## src/rtl/ctrl_pkg.sv

```systemverilog
// Shared types and constants for the multi-cycle RV32I control path.
// State encodings, instruction classes, opcodes, ALU op codes, ALU bundle.
package ctrl_pkg;

    typedef enum logic [2:0] {
        S_FETCH  = 3'd0,
        S_DECODE = 3'd1,
        S_EXEC   = 3'd2,
        S_MEM    = 3'd3,
        S_WB     = 3'd4,
        S_TRAP   = 3'd5
    } state_t;

    typedef enum logic [2:0] {
        C_ALU     = 3'd0,
        C_LOAD    = 3'd1,
        C_STORE   = 3'd2,
        C_BRANCH  = 3'd3,
        C_ILLEGAL = 3'd4
    } iclass_t;

    localparam logic [6:0] OP_R      = 7'b0110011;
    localparam logic [6:0] OP_I_ALU  = 7'b0010011;
    localparam logic [6:0] OP_LOAD   = 7'b0000011;
    localparam logic [6:0] OP_STORE  = 7'b0100011;
    localparam logic [6:0] OP_BRANCH = 7'b1100011;

    localparam logic [6:0] F7_BASE = 7'b0000000;
    localparam logic [6:0] F7_ALT  = 7'b0100000;

    // Register-operand ops
    localparam logic [3:0] ALU_ADD = 4'b0000;
    localparam logic [3:0] ALU_SUB = 4'b0001;
    localparam logic [3:0] ALU_XOR = 4'b0010;
    localparam logic [3:0] ALU_OR  = 4'b0011;
    localparam logic [3:0] ALU_AND = 4'b0100;
    localparam logic [3:0] ALU_SLL = 4'b0101;
    localparam logic [3:0] ALU_SRL = 4'b0110;
    localparam logic [3:0] ALU_SRA = 4'b0111;

    // Immediate-operand ops use their own numbering
    localparam logic [3:0] ALUI_ADDI = 4'b0000;
    localparam logic [3:0] ALUI_XORI = 4'b0001;
    localparam logic [3:0] ALUI_ORI  = 4'b0010;
    localparam logic [3:0] ALUI_ANDI = 4'b0011;
    localparam logic [3:0] ALUI_SLLI = 4'b0100;
    localparam logic [3:0] ALUI_SRAI = 4'b0101;
    localparam logic [3:0] ALUI_SRLI = 4'b0110;

    // br = {beq, bne, blt, bge, bltu, bgeu}
    typedef struct packed {
        logic [3:0] aluop;
        logic       alusrc;
        logic       sftmd;
        logic [5:0] br;
    } alu_ctrl_t;

endpackage

```

## src/rtl/alu_decode.sv

```systemverilog
// Combinational instruction decoder: instr -> ALU bundle, class, illegal.
// Ports: instr (in 32), ctrl (out alu_ctrl_t), iclass (out), illegal (out).
module alu_decode
    import ctrl_pkg::*;
(
    input  logic [31:0] instr,
    output alu_ctrl_t   ctrl,
    output iclass_t     iclass,
    output logic        illegal
);

    logic [6:0] opcode;
    logic [2:0] funct3;
    logic [6:0] funct7;
    logic       unused_fields;

    assign opcode = instr[6:0];
    assign funct3 = instr[14:12];
    assign funct7 = instr[31:25];

    // Register and immediate fields are consumed by the datapath
    assign unused_fields = ^{instr[24:15], instr[11:7]};

    always_comb begin
        ctrl   = '0;
        iclass = C_ILLEGAL;
        case (opcode)
            OP_R: begin
                iclass = C_ALU;
                if (funct7 == F7_BASE) begin
                    case (funct3)
                        3'b000: ctrl.aluop = ALU_ADD;
                        3'b001: begin
                            ctrl.aluop = ALU_SLL;
                            ctrl.sftmd = 1'b1;
                        end
                        3'b100: ctrl.aluop = ALU_XOR;
                        3'b101: begin
                            ctrl.aluop = ALU_SRL;
                            ctrl.sftmd = 1'b1;
                        end
                        3'b110: ctrl.aluop = ALU_OR;
                        3'b111: ctrl.aluop = ALU_AND;
                        default: iclass = C_ILLEGAL;
                    endcase
                end else if (funct7 == F7_ALT) begin
                    case (funct3)
                        3'b000: ctrl.aluop = ALU_SUB;
                        3'b101: begin
                            ctrl.aluop = ALU_SRA;
                            ctrl.sftmd = 1'b1;
                        end
                        default: iclass = C_ILLEGAL;
                    endcase
                end else begin
                    iclass = C_ILLEGAL;
                end
            end
            OP_I_ALU: begin
                iclass      = C_ALU;
                ctrl.alusrc = 1'b1;
                case (funct3)
                    3'b000: ctrl.aluop = ALUI_ADDI;
                    3'b100: ctrl.aluop = ALUI_XORI;
                    3'b110: ctrl.aluop = ALUI_ORI;
                    3'b111: ctrl.aluop = ALUI_ANDI;
                    3'b001: begin
                        ctrl.aluop = ALUI_SLLI;
                        ctrl.sftmd = 1'b1;
                    end
                    3'b101: begin
                        // instr[30] separates srai from srli
                        ctrl.aluop = instr[30] ? ALUI_SRAI : ALUI_SRLI;
                        ctrl.sftmd = 1'b1;
                    end
                    default: iclass = C_ILLEGAL;
                endcase
            end
            OP_LOAD: begin
                iclass      = C_LOAD;
                ctrl.alusrc = 1'b1;
            end
            OP_STORE: begin
                iclass      = C_STORE;
                ctrl.alusrc = 1'b1;
            end
            OP_BRANCH: begin
                iclass = C_BRANCH;
                case (funct3)
                    3'b000: ctrl.br = 6'b100000;
                    3'b001: ctrl.br = 6'b010000;
                    3'b100: ctrl.br = 6'b001000;
                    3'b101: ctrl.br = 6'b000100;
                    3'b110: ctrl.br = 6'b000010;
                    3'b111: ctrl.br = 6'b000001;
                    default: iclass = C_ILLEGAL;
                endcase
            end
            default: iclass = C_ILLEGAL;
        endcase
        // An illegal instruction never carries a partial bundle
        if (iclass == C_ILLEGAL) begin
            ctrl = '0;
        end
    end

    assign illegal = (iclass == C_ILLEGAL);

endmodule

```

## src/rtl/multicycle_ctrl.sv

```systemverilog
// Multi-cycle control FSM: FETCH, DECODE, EXEC, MEM, WB, TRAP.
// Ports: clk, rst, instr, branch_result, dmem_ready in; ALU bundle, enables, illegal, state out.
module multicycle_ctrl
    import ctrl_pkg::*;
#(
    parameter bit RESET_ILLEGAL_STICKY = 1'b1
) (
    input  logic        clk,
    input  logic        rst,
    input  logic [31:0] instr,
    input  logic        branch_result,
    input  logic        dmem_ready,
    output logic [3:0]  ALUop,
    output logic        ALUSrc,
    output logic        sftmd,
    output logic        Branch,
    output logic        nBranch,
    output logic        Branch_lt,
    output logic        Branch_ge,
    output logic        Branch_ltu,
    output logic        Branch_geu,
    output logic        pc_write,
    output logic        pc_src,
    output logic        ir_write,
    output logic        reg_write,
    output logic        mem_to_reg,
    output logic        dmem_req,
    output logic        dmem_we,
    output logic        illegal,
    output logic [2:0]  state
);

    state_t    state_q;
    state_t    state_d;
    alu_ctrl_t dec_ctrl;
    iclass_t   dec_class;
    logic      dec_illegal;
    alu_ctrl_t alu;

    alu_decode u_dec (
        .instr   (instr),
        .ctrl    (dec_ctrl),
        .iclass  (dec_class),
        .illegal (dec_illegal)
    );

    always_ff @(posedge clk or posedge rst) begin
        if (rst) begin
            state_q <= S_FETCH;
        end else begin
            state_q <= state_d;
        end
    end

    always_comb begin
        state_d    = state_q;
        alu        = '0;
        pc_write   = 1'b0;
        pc_src     = 1'b0;
        ir_write   = 1'b0;
        reg_write  = 1'b0;
        mem_to_reg = 1'b0;
        dmem_req   = 1'b0;
        dmem_we    = 1'b0;
        illegal    = 1'b0;
        // Outputs are forced low for the whole reset pulse, so an
        // asynchronous reset drops a pending dmem_req immediately.
        if (!rst) begin
            unique case (state_q)
                S_FETCH: begin
                    ir_write = 1'b1;
                    state_d  = S_DECODE;
                end
                S_DECODE: begin
                    state_d = dec_illegal ? S_TRAP : S_EXEC;
                end
                S_EXEC: begin
                    alu = dec_ctrl;
                    case (dec_class)
                        C_ALU:   state_d = S_WB;
                        C_LOAD:  state_d = S_MEM;
                        C_STORE: state_d = S_MEM;
                        C_BRANCH: begin
                            pc_write = 1'b1;
                            pc_src   = branch_result;
                            state_d  = S_FETCH;
                        end
                        default: state_d = S_TRAP;
                    endcase
                end
                S_MEM: begin
                    alu      = dec_ctrl;
                    dmem_req = 1'b1;
                    dmem_we  = (dec_class == C_STORE);
                    if (dmem_ready) begin
                        if (dec_class == C_STORE) begin
                            pc_write = 1'b1;
                            state_d  = S_FETCH;
                        end else begin
                            state_d  = S_WB;
                        end
                    end
                end
                S_WB: begin
                    reg_write  = 1'b1;
                    pc_write   = 1'b1;
                    mem_to_reg = (dec_class == C_LOAD);
                    state_d    = S_FETCH;
                end
                S_TRAP: begin
                    illegal = 1'b1;
                    if (!RESET_ILLEGAL_STICKY) begin
                        state_d = S_FETCH;
                    end
                end
                default: state_d = S_FETCH;
            endcase
        end
    end

    assign ALUop      = alu.aluop;
    assign ALUSrc     = alu.alusrc;
    assign sftmd      = alu.sftmd;
    assign Branch     = alu.br[5];
    assign nBranch    = alu.br[4];
    assign Branch_lt  = alu.br[3];
    assign Branch_ge  = alu.br[2];
    assign Branch_ltu = alu.br[1];
    assign Branch_geu = alu.br[0];
    assign state      = state_q;

endmodule

```

## config.mk

```make
export PLATFORM = sky130hd
export DESIGN_NAME = multicycle_ctrl
export DESIGN_NICKNAME = d
export VERILOG_FILES = /design/src/rtl/ctrl_pkg.sv /design/src/rtl/alu_decode.sv /design/src/rtl/multicycle_ctrl.sv
export SDC_FILE = /design/constraint.sdc
export NUM_CORES = 1
export LEC_CHECK = 0
export CAP_MARGIN = 20
export CORE_MARGIN = 1
export CORE_UTILIZATION = 36
export DETAILED_ROUTE_END_ITERATION = 12
export PLACE_DENSITY = 0.91
export SLEW_MARGIN = 5
export SYNTH_ARGS = -nofsm -noshare
export SYNTH_HDL_FRONTEND = slang
export SYNTH_SLANG_ARGS = --single-unit
```

## constraint.sdc

```tcl
create_clock -name clk -period 4.8 [get_ports clk]
set_clock_uncertainty 0.2 [all_clocks]
set_input_delay 0.96 -clock clk [delete_from_list [all_inputs] [get_ports clk]]
set_output_delay 0.96 -clock clk [all_outputs]
set_load 0.01 [all_outputs]
```

Word level (Yosys, flattened, before mapping)
Index checks and enable logic that the tools add are counted.

Bits of input ports: 36. Bits in registers: 3. Word-level logic and storage cells: 84.

Reduce and logical (&&, ||, !) cells: 11. Bitwise gates (word level): 2. Equal/unequal tests: 21. Multiplexer cells: 49.

Operator list (count): one-hot mux 3 bit (5 select lines) (3); two-way mux 12 bit (3); one-hot mux 6 bit (6 select lines) (1); two-way mux 1 bit (24); two-way mux 3 bit (8); equality test 3 bit, second input constant (7); equality test 7 x 6 -> 1 bit, second input constant (3); one-hot mux 4 bit (5 select lines) (1); equality test 3 x 2 -> 1 bit, second input constant (4); equality test 3 x 1 -> 1 bit, second input constant (3); zero test 3 bit (3); one-hot mux 3 bit (3 select lines) (1); two-way mux 4 bit (2); one-hot mux 4 bit (2 select lines) (1); OR reduction 2 bit (4); equality test 7 x 2 -> 1 bit, second input constant (1); equality test 7 x 5 -> 1 bit, second input constant (1); equality test 7 bit, second input constant (1); zero test 7 bit (1); two-way mux 6 bit (1); one-hot mux 3 bit (2 select lines) (1); OR reduction 6 bit (1); one-hot mux 1 bit (3 select lines) (1); AND reduction 3 bit (1); other kinds (5) (6).

Longest topological paths before layout
Depth after elaboration: 11. Gate-level depth with buffers: 7.

By module
From an unflattened synthesis, not the netlist that was laid out.

Cell total of the unflattened synthesis: 134. Area total of the unflattened synthesis: 843.3 um^2.

By module, submodules not included: alu_decode (instances 1, area each 422.9 um^2, sequential area each 0.0 um^2, cells each 74); multicycle_ctrl (instances 1, area each 420.4 um^2, sequential area each 75.1 um^2, cells each 60).

Least setup slack after synthesis
Ideal clock, no wire load.

Path type: input to output. Start: input instr[14]. End: output sftmd. Path buffers: 1. Cell stages on the path: 5. Path slack: 1.039 ns. Arrival time: 2.601 ns. Path through: buf_4 > xor2_1 > a31o_2 > or4_4 > a2111oi_0.

Word-level cells in the longest chain between the ends: 10.

RTL lines: from (decl) (line multicycle_ctrl.sv:10) `input logic [31:0] instr,`; equality test 3 bit / zero test 3 bit (equally long branches); OR reduction 2 bit (no source line); two-way mux 3 bit (line alu_decode.sv:47) `case (funct3)`; two-way mux 3 bit (line alu_decode.sv:46) `end else if (funct7 == F7_ALT) begin`; two-way mux 3 bit (line alu_decode.sv:30) `if (funct7 == F7_BASE) begin`; one-hot mux 3 bit (5 select lines) (line alu_decode.sv:27) `case (opcode)`; equality test 3 bit (line alu_decode.sv:102) `if (iclass == C_ILLEGAL) begin`; two-way mux 12 bit * (line alu_decode.sv:102); two-way mux 12 bit * (line multicycle_ctrl.sv:69) `unique case (state_q)`; two-way mux 12 bit * (line multicycle_ctrl.sv:68) `if (!rst) begin`; to (decl) (line multicycle_ctrl.sv:15) `output logic sftmd,`.

Every way passes the cells marked *; elsewhere a longest branch is shown, timed or not.

Worst setup path in the final report
Start: input instr[14]. End: output Branch_ge.

Word-level cells in the longest chain between the ends: 10.

RTL lines: equality test 3 bit / zero test 3 bit (equally long branches); OR reduction 2 bit (no source line); two-way mux 3 bit (line alu_decode.sv:47); two-way mux 3 bit (line alu_decode.sv:46); two-way mux 3 bit (line alu_decode.sv:30); one-hot mux 3 bit (5 select lines) (line alu_decode.sv:27); equality test 3 bit (line alu_decode.sv:102); two-way mux 12 bit * (line alu_decode.sv:102); two-way mux 12 bit * (line multicycle_ctrl.sv:69); two-way mux 12 bit * (line multicycle_ctrl.sv:68); to (decl) (line multicycle_ctrl.sv:19) `output logic Branch_ge,`.

Marked as above.

==> results.md <==
- Outcome: finished, final reports clean
- Post-Synth Adder-Cell Area: 0
- Switching Share: 0.4286
- GRT Overall Usage: 0.2249
- Post-Place Cells: between 150 and 200
- Peak supply drop: 0.2600 mV
- CTS H-tree lvls: 1
- Post-Syn Instances: 122
- Max FFs per register: 3
- Iter 0 DRT Violations: 64
- Number of iterations in the first detailed-routing pass: 4
- Post-Layout Cell Count: between 200 and 250
- PD cells: 204.3 nW/um^2
- Vias per cell: between 5 and 6
- Post-CTS Repair Setup Buffers: 0
- Diode count: 0
- Largest family of logic cells by synthesized area: simple AND/OR/NAND/NOR gates
- Post-route cell area: approximately 1300 um^2
- Clk buf depth: 2
- CTS sink cnt: 3
- CP endpoint kind: output pin
- Most used DFF post-synth: dfrtp_1
- Hold buffers post-CTS: 0
- DRT antenna net count: 0
- Register share of total power: 0.253
- Post-synth EDFFs: 0
- Largest net degree at the start of global routing: 15
- Leakage: 0.4822 nW
- DR WL/cell: 12.87 um
- Nets: roughly 210
- Initial Util: 0.3869
- Crit start category: primary input
- I/O Pins: between 50 and 60
- Sequential share of the synthesized area: 0.09693
- Die area: roughly 2300 um^2
- Syn Nets: between 150 and 200
- Layout cells sized above 1: 0.1552
- Clock Latency Late Sink: 230 ps
- Clock root cell: clkbuf_4
- Multiplexer share of the synthesized area: 0.02746
- Placed Area: between 1000 and 1500 um^2
- Crit-path max FO: 7
- First-pass GRT wire length: ~4300 um
- Seq cells post-synth: 3
- Drt total wl: 2586 um
- Final TNS setup: 0 ps
- Crit path time final: ~4700 ps
- Total CTS buffers: 3
- Syn Area/Cell: between 6 and 7 um^2
- Crit path DAT: approximately 3500 ps
- Final count of negative-setup-slack endpoints: 0
- Core ar.: 2002 um^2
- Hold_ws: 549.3 ps
- FP Rows: 16
- P_int: about 160 uW
- Clk network pwr share: 0.159
- Die Span Y: a little under 50 um
- Max Cap Viol: 0
- Initial antenna violation count: 0
- Grt ovf: 0
- Drc violations: 0
- Yosys cell types: between 40 and 50
- Placer Congestion: slightly below 0.9
- Clock transition at the registers of the reported paths: roughly 40 ps
- Fmax: between 200 and 250 MHz
- CTS tree: done
- Post-synthesis xor/xnor area fraction: 0.01131
- Port Buffers: 42
- Slew Viols, Final: 0
- NetSw: between 100 and 150 uW
- Crit share post-route: 0.9729
- RSZ-0062 raised after global routing: false
- Simple-gate portion of the synthesized area: 0.4717
- Vias in the first global route: 988
- Hold crit path type: register to register
- Hpwl dp: roughly 2100 um
- Asr flop ratio synth: 1.000
- Kind of critical path: primary input to output pin
- Synthesized area: 774.5 um^2
- Comb pwr share: 0.588
- Fin. Hold Viols: 0
- Synth Warn #: 0
- Via count of the routed design: ~1100
- Critical Path RT: roughly 3600 ps
- Area grow syn2layout: 72.05%
- Die Width: 48.38 um
- Post-synthesis compound-gate area fraction: 0.2666
metrics by stage:
stage	worst slack, ps	utilization	power (mW)
2_1_floorplan	1039	-	0.1499
3_3_place_gp	139.2	0.6519	0.2212
3_5_place_dp	104.5	0.6519	0.2259
4_1_cts	96.99	0.6650	0.2721
5_1_grt	0.8733	0.6656	0.2956
6_report	130.3	0.6656	0.2723
synthesized netlist by cell type (3+ instances only):
cell type / n / share of area
a21oi_1: 7 / 0.045
buf_2: 3 / 0.019
clkbuf_1: 5 / 0.024
dfrtp_1: 3 / 0.097
inv_1: 5 / 0.024
nand2_1: 12 / 0.058
nand2b_1: 5 / 0.040
nand3_1: 3 / 0.019
nor2_1: 17 / 0.082
nor3_1: 7 / 0.045
nor4_1: 7 / 0.057
o21ai_0: 3 / 0.019
o22ai_1: 3 / 0.024
cells in the final DEF (no fill, tap or decap), drive strengths merged, types with 2 or more instances in the layout:
cell	synthesis	final
a31oi	2	2
buf	7	18
nand3	3	3
or4	3	3
o311ai	2	2
nand2	12	12
clkdlybuf4s50	0	42
nor3	7	7
nand2b	5	5
inv	5	5
dfrtp	3	3
nor2b	2	2
nor4b	2	2
nor2	17	17
clkbuf	5	4
nand4	2	2
o21ai	3	3
nor4	7	7
or3	2	2
a21boi	2	2
o22ai	3	3
o21a	2	2
a21oi	7	7
critical path, stage by stage:
cell	delay [ps]
clkdlybuf4s50_1	550
or2b_2	170
a31oi_1	100
o21a_1	140
or4_4	550
buf_12	160
nor4_1	280
clkdlybuf4s50_1	590
metal layers:
| metal | vias up | global-route usage | part of all wire |
|---|---|---|---|
| li1 | 557 | - | - |
| met1 | 511 | 0.3046 | 0.45 |
| met2 | 51 | 0.3779 | 0.48 |
| met3 | 0 | 0.03774 | 0.069 |
| met4 | 0 | 0.03922 | 0 |
| met5 | - | 0 | 0 |
worst paths after layout:
check / startpoint / endpoint / slack [ps] / cells after the start
max: instr[14] / Branch_ge / 130 / 8
min: state[0]$_DFFE_PP0P_ / state[0]$_DFFE_PP0P_ / 550 / 2
max reg2reg: state[0]$_DFFE_PP0P_ / state[2]$_DFFE_PP0P_ / 3130 / 5
min reg2reg: state[0]$_DFFE_PP0P_ / state[0]$_DFFE_PP0P_ / 550 / 2
max in group asynchronous: rst / state[1]$_DFFE_PP0P_ / 3330 / 3
min in group asynchronous: rst / state[0]$_DFFE_PP0P_ / 920 / 3
power by group through the flow:
| stage | combinational, mW | clock [mW] | sequential (mW) |
|---|---|---|---|
| 4_1_cts | 0.160 | 0.0460 | 0.0665 |
| 2_1_floorplan | 0.100 | 0 | 0.0496 |
| 3_3_place_gp | 0.156 | 0 | 0.0649 |
| 3_5_place_dp | 0.159 | 0 | 0.0666 |
| 5_1_grt | 0.176 | 0.0478 | 0.0715 |
| 6_report | 0.160 | 0.0433 | 0.0688 |
kinds of logic after synthesis:
group | Yosys count
buffers and inverters | 18
other | 1
XOR/XNOR | 1
multiplexers | 2
AO/OA/AOI/OAI | 30
AND/OR/NAND/NOR | 67
flip-flops | 3
layout make-up:
class / count / area, um^2
clock buffer: 4 / 26.28
sequential: 3 / 75.07
multi-input combinational: 101 / 606.8
fill: 160 / 669.4
inverter: 6 / 22.52
tap: 27 / 33.78
timing repair buffer: 60 / 568.0
timing repair:
item,in CTS,in global routing
resized for setup,0,1
endpoints found under the setup margin,0,1
hold endpoints to repair,0,0
(Power assumes the default switching activity.)
